`src/rtl/jt12_slot_ring_pkg.sv`:
```
//------------------------------------------------------------------------------
// Module  : jt12_slot_ring_pkg
// Brief   : Shared slot-width helper and request FSM state encoding.
// Revision: 1.0 - initial release
//------------------------------------------------------------------------------
`default_nettype none

package jt12_slot_ring_pkg;

  typedef enum logic {
    ST_IDLE = 1'b0,
    ST_PEND = 1'b1
  } req_state_t;

  function automatic int slot_width(input int n);
    return (n < 2) ? 1 : $clog2(n);
  endfunction

endpackage

`default_nettype wire

```
`src/rtl/jt12_slot_ring.sv`:
```
//------------------------------------------------------------------------------
// Module  : jt12_slot_ring
// Brief   : Circulating per-slot parameter ring with host write/read channels.
// Revision: 1.0 - initial release
//------------------------------------------------------------------------------
`default_nettype none

module jt12_slot_ring
  import jt12_slot_ring_pkg::*;
#(
  parameter int   width  = 5,
  parameter int   stages = 24,
  parameter logic rstval = 1'b0,
  localparam int  SW     = slot_width(stages)
) (
  input  logic             clk,
  input  logic             rst,
  input  logic             clk_en,
  input  logic             wr_req,
  input  logic [SW-1:0]    wr_slot,
  input  logic [width-1:0] wr_data,
  output logic             wr_busy,
  output logic             wr_ack,
  output logic             wr_err,
  input  logic             rd_req,
  input  logic [SW-1:0]    rd_slot,
  output logic             rd_busy,
  output logic [width-1:0] rd_data,
  output logic             rd_valid,
  output logic [SW-1:0]    cur_slot,
  output logic             zero,
  output logic [width-1:0] dout
);

  localparam logic [SW-1:0] c_last   = SW'(stages - 1);
  localparam logic [SW:0]   c_stages = (SW + 1)'(stages);

  logic [width-1:0] r_ring [stages];
  logic [SW-1:0]    r_cnt;

  req_state_t       r_wr_st;
  logic [SW-1:0]    r_wr_slot;
  logic [width-1:0] r_wr_data;
  logic             r_wr_ack;
  logic             r_wr_err;

  req_state_t       r_rd_st;
  logic [SW-1:0]    r_rd_slot;
  logic [width-1:0] r_rd_data;
  logic             r_rd_valid;

  logic [width-1:0] w_head;
  logic [width-1:0] w_nxt;
  logic             w_wr_match;
  logic             w_wr_hit;
  logic             w_rd_hit;
  logic             w_wr_ok;
  logic             w_rd_ok;

  assign w_head     = r_ring[0];
  assign w_wr_match = (r_wr_st == ST_PEND) && (r_wr_slot == r_cnt);
  assign w_nxt      = w_wr_match ? r_wr_data : w_head;
  assign w_wr_hit   = clk_en && w_wr_match;
  assign w_rd_hit   = clk_en && (r_rd_st == ST_PEND) && (r_rd_slot == r_cnt);
  assign w_wr_ok    = ({1'b0, wr_slot} < c_stages);
  assign w_rd_ok    = ({1'b0, rd_slot} < c_stages);

  // Head leaves at index 0, tail re-enters at the top: slot k is at the head when cnt==k.
  always_ff @(posedge clk) begin
    if (rst) begin
      for (int i = 0; i < stages; i++) r_ring[i] <= {width{rstval}};
      r_cnt <= '0;
    end else if (clk_en) begin
      for (int i = 0; i < stages - 1; i++) r_ring[i] <= r_ring[i+1];
      r_ring[stages-1] <= w_nxt;
      r_cnt            <= (r_cnt == c_last) ? '0 : r_cnt + 1'b1;
    end
  end

  always_ff @(posedge clk) begin
    if (rst) begin
      r_wr_st   <= ST_IDLE;
      r_wr_slot <= '0;
      r_wr_data <= '0;
      r_wr_ack  <= 1'b0;
      r_wr_err  <= 1'b0;
    end else begin
      r_wr_ack <= 1'b0;
      r_wr_err <= 1'b0;
      case (r_wr_st)
        ST_IDLE: begin
          if (wr_req) begin
            if (w_wr_ok) begin
              r_wr_slot <= wr_slot;
              r_wr_data <= wr_data;
              r_wr_st   <= ST_PEND;
            end else begin
              r_wr_ack <= 1'b1;
              r_wr_err <= 1'b1;
            end
          end
        end
        ST_PEND: begin
          if (w_wr_hit) begin
            r_wr_ack <= 1'b1;
            r_wr_st  <= ST_IDLE;
          end
        end
        default: r_wr_st <= ST_IDLE;
      endcase
    end
  end

  // Capture samples the head before the tail reload, so a same-edge write is not seen.
  always_ff @(posedge clk) begin
    if (rst) begin
      r_rd_st    <= ST_IDLE;
      r_rd_slot  <= '0;
      r_rd_data  <= '0;
      r_rd_valid <= 1'b0;
    end else begin
      r_rd_valid <= 1'b0;
      case (r_rd_st)
        ST_IDLE: begin
          if (rd_req) begin
            if (w_rd_ok) begin
              r_rd_slot <= rd_slot;
              r_rd_st   <= ST_PEND;
            end else begin
              r_rd_data  <= '0;
              r_rd_valid <= 1'b1;
            end
          end
        end
        ST_PEND: begin
          if (w_rd_hit) begin
            r_rd_data  <= w_head;
            r_rd_valid <= 1'b1;
            r_rd_st    <= ST_IDLE;
          end
        end
        default: r_rd_st <= ST_IDLE;
      endcase
    end
  end

  assign wr_busy  = (r_wr_st == ST_PEND);
  assign wr_ack   = r_wr_ack;
  assign wr_err   = r_wr_err;
  assign rd_busy  = (r_rd_st == ST_PEND);
  assign rd_data  = r_rd_data;
  assign rd_valid = r_rd_valid;
  assign cur_slot = r_cnt;
  assign zero     = (r_cnt == '0);
  assign dout     = w_head;

endmodule

`default_nettype wire

```
`config.mk`:
```
export PLATFORM = sky130hd
export DESIGN_NAME = jt12_slot_ring
export DESIGN_NICKNAME = d
export VERILOG_FILES = /design/src/rtl/jt12_slot_ring_pkg.sv /design/src/rtl/jt12_slot_ring.sv
export SDC_FILE = /design/constraint.sdc
export NUM_CORES = 1
export LEC_CHECK = 0
export ABC_AREA = 1
export BUFFER_PORTS_ARGS = -buffer_cell sky130_fd_sc_hd__buf_2
export CAP_MARGIN = 20
export CORE_MARGIN = 3
export CORE_UTILIZATION = 55
export DETAILED_ROUTE_END_ITERATION = 12
export PLACE_DENSITY = 0.78
export SETUP_SLACK_MARGIN = 0.15
export SLEW_MARGIN = 20
export SYNTH_ARGS = -nofsm -noshare
export SYNTH_HDL_FRONTEND = slang
export SYNTH_SLANG_ARGS = --single-unit
```
`constraint.sdc`:
```
create_clock -name clk -period 6.9 [get_ports clk]
set_input_delay 0.69 -clock clk [delete_from_list [all_inputs] [get_ports clk]]
set_output_delay 0.69 -clock clk [all_outputs]
set_load 0.02 [all_outputs]
```
Yosys cells after proc, flatten, opt, wreduce, memory -nomap -nowiden
Memories as Yosys holds them, arrays and structs flattened.
Index checks and enable logic that the tools add are counted.
{"block": "word_totals", "reg_bits": 30, "mem_bits_rw": 120, "input_bits": 20, "out_inout_bits": 21, "word_cells": 106, "mem_count": 1}
{"name": "r_ring", "depth": 24, "word_bits": 5, "rd": 24, "rd_clocked_by_memory_dff": 0, "write_ports": 24, "line_no": "jt12_slot_ring.sv:38", "source": "logic [width-1:0] r_ring [stages];"}
{"block": "op_classes", "add_sub_neg": 1, "order_cmp": 2, "eq_ne": 6, "n_mux": 51, "n_bitwise": 26, "reduce_logical": 9}
{"operator": "two-way mux 5 bit", "n": 29}
{"operator": "bitwise OR 1 bit", "n": 24}
{"operator": "two-way mux 1 bit", "n": 17}
{"operator": "equality test 5 bit", "n": 2}
{"operator": "< comparator 5 bit, second input constant", "n": 2}
{"operator": "case mux 5 bit (2 select lines)", "n": 1}
{"operator": "AND reduction 3 bit", "n": 3}
{"operator": "case mux 1 bit (2 select lines)", "n": 4}
{"operator": "adder 5 x 1 -> 5 bit, second input constant", "n": 1}
{"operator": "equality test 5 bit, second input constant", "n": 1}
{"operator": "zero test 5 bit", "n": 1}
{"operator": "logical AND 1 bit", "n": 4}
{"operator": "inequality test 2 bit, second input constant", "n": 2}
{"operator": "inequality test 2 x 1 -> 1 bit, second input constant", "n": 1}
{"operator": "NOT 1 bit", "n": 2}
{"operator": "OR reduction 2 bit", "n": 1}

Longest topological paths before layout
{"block": "depth", "ltp_word": 5, "depth_mapped": 8, "mapped_depth_nobuf": 7}

Worst setup path after synthesis
No wires, ideal clock.
{"block": "synth_timing", "path_kind": "input port to flip-flop", "startpoint": "in rst", "endpoint": "mem r_ring[0][0] (enable)", "setup_ps": 1064, "arrival_time_ps": 2731, "required_ps": 5836, "setup_slack_ps": 3106, "stages": 2, "path_buffers": 0, "cell_sequence": "inv_1 nand2_1"}
{"item": "start, declared", "line_no": "jt12_slot_ring.sv:17", "source": "input logic rst,"}
{"item": "end, declared", "line_no": "jt12_slot_ring.sv:38"}

==> metrics.yaml <==
floorplan:
  initial_core_util: 0.573
  dieHeight_um: 110
  fp-row-count: 37
  ioPinCount: 41
  core-area_um2: 10500
  die-area_um2: 12200
  dieWidth_um: 110
timing:
  final-setup-viol-count: 0
  relSlewSlack: 0.434
  final_hold_viol_count: 0
  max_slew.worst_pin.slew_ps: 848
  rsz0062_at_grt: "false"
  min_period_over_period: 0.447
  fin_hold_ws_ps: 452
  maxSlewViolCount: 0
  clock_skew_ps: 4.85
  fin_tns_setup_ps: 0
  fmax_ghz: 0.324
  period_minus_slack_ps: 3090
worst_hold_path:
  hold_path_class: "input port to register"
  hold_start: "wr_slot[0]"
power_and_ir_drop:
  vdd.ir_drop.worst_uv: 194
  p_per_area_nw_per_um2: 302
  p_leak_nw: 2.86
  power_w: 0.00207
clock_tree:
  clk_path_buf_depth: 2
  path_clk_slew_ps: 60
  htreeDepth: 4
  cts_tree: "built"
  cts_hold_buf: 0
  cts_buffers: 17
  clkSinkCount: 150
  cts_setup_buffers: 0
  clock_latency_ps: 510
  clock-root-buffer: "clkbuf_8"
  ctsResizeCount: 0
global_route:
  grt_util_all_layers: 0.171
  antenna_found_initial: 0
  grt_pass1_vias: 3594
  grt_max_degree: 91
  grt-ovfl-total: 0
  grt_pass1_wl_um: 16700
critical_path:
  cp-end-kind: "register"
  rr_endpoint: "r_ring[2][36]"
  regToRegStartpoint: "cur_slot[1]"
  path_class: "input port to register"
  crit_start: "rst"
  critPathArrivalTime_ps: 3220
  rr_worst_depth: 7
  critPathMaxFanout: 70
  cp-start-kind: "input port"
  cp-endpoint: "r_ring[2][22]"
  reg2reg_setup_slack_ps: 5280
  cp.required_ps: 7030
placement:
  port_buffers: 40
  hpwl_um: 5940
  place_congestion: 0.841
  dp.cells: 726
synth:
  ys_seq_area_frac: 0.701
  synth_edf_count: 120
  synth_most_common_cell: "inv_1"
  yosysTopAreaCell: "edfxtp_1"
  syn_area_per_cell_um2: 10.5
  synth-main-ff-cell: "edfxtp_1"
  ys_seq_elements: 150
  synth_nets: 592
  netlist_area_um2: 6000
  yosys_warnings: 0
  synthTopCellsByCount: "inv_1, nor2_1, edfxtp_1, nand2_1, dfxtp_1"
  synth_cell_types: 26
  syn_inst: 570
  async_reset_ff_frac: 0
  synth_top_cell_area_share: 0.601
  synthTopCellsByArea: "edfxtp_1, dfxtp_1, inv_1"
detailed_routing:
  drc: 0
  post_drt_wl_per_cell_um: 13.2
  num_vias: 3670
  via_per_inst: 4.84
  drt_wl_total_um: 10000
  drtPass1Iterations: 4
  postRouteAntennaNets: 0
  drt_iter0_drc: 274
final_layout:
  antenna_cells: 0
  layout.nets: 631
  drive_gt1_frac: 0.129
  fin_util: 0.654
  syn_to_final_growth_pct: 14.2
  final-instance-count-excl-fill: 758
run:
  maxCapViolCount: 0
outcome:
  status: "completed"
area by class of cell:
| class | count | area (µm²) |
|---|---|---|
| Tap cell | 136 | 170 |
| Sequential cell | 150 | 4200 |
| Multi-Input combinational cell | 255 | 1150 |
| Fill cell | 820 | 3620 |
| Inverter | 143 | 537 |
| Timing Repair Buffer | 42 | 215 |
| Clock buffer | 23 | 437 |
| Clock inverter | 9 | 128 |
registers in the layout, indices dropped and copies added, names as in the netlist:
name / flops
cur_slot: 5
rd_data: 5
wr_ack: 1
rd_valid: 1
r_ring: 120
rd_busy: 1
wr_busy: 1
r_rd_slot: 5
r_wr_data: 5
r_wr_slot: 5
wr_err: 1
per-stage QoR:
stage	setup slack (ps)	cell area (µm²)
after floorplan	3110	6000
after global placement	3370	6280
after detailed placement	3260	6280
after CTS	3810	6850
after global routing	3530	6850
final	3810	6850
worst min path at each step:
stage,to,cells past startpoint
3_3_place_gp,r_wr_data[3],2
5_1_grt,r_wr_data[2],3
2_1_floorplan,r_wr_data[2],2
3_5_place_dp,r_wr_data[3],2
4_1_cts,r_wr_slot[0],3
6_report,r_wr_slot[0],3
kinds of logic (layout without fill, tap and decap cells):
kind of cell	count (synthesis)	in the layout	share of synthesized area
buf+inv	165	217	0.107
fa+ha+maj	2	2	0.00417
compound gates	49	49	0.0436
flops	150	150	0.701
simple gates	204	204	0.144
critical path: stages:
cell,delay [ps]
buf_2,640
inv_1,420
nand2_4,630
buf_4,800
metal layers:
metal  track usage  routed length [µm]  vias to the layer above
met5             0                   0                        -
met1         0.221                4360                     1732
li1              -                   -                     1849
met4        0.0640                 144                        0
met2         0.273                5060                       76
met3        0.0526                 450                       13
cell usage in the layout (no fill, tap or decap), types with 2 or more instances in the layout:
| master | n |
|---|---|
| inv_1 | 140 |
| nor2_1 | 131 |
| edfxtp_1 | 120 |
| buf_2 | 40 |
| nand2_1 | 37 |
| dfxtp_1 | 30 |
| a21oi_1 | 28 |
| nand3_1 | 23 |
| clkbuf_16 | 16 |
| o21ai_0 | 13 |
| clkbuf_1 | 6 |
| a211oi_1 | 5 |
| inv_2 | 3 |
| bufinv_16 | 3 |
| nor2_4 | 2 |
| nand4_1 | 2 |
| nor2_2 | 2 |
| nand2_2 | 2 |
| ha_1 | 2 |
| clkinvlp_4 | 2 |
| clkinv_2 | 2 |
| buf_4 | 2 |
power by group:
| group | internal, W | switching (W) |
|---|---|---|
| sequential | 0.00104 | 0.0000236 |
| clock | 0.000549 | 0.000333 |
| combinational | 0.0000377 | 0.0000890 |
Power figures use the tool's default switching activity.
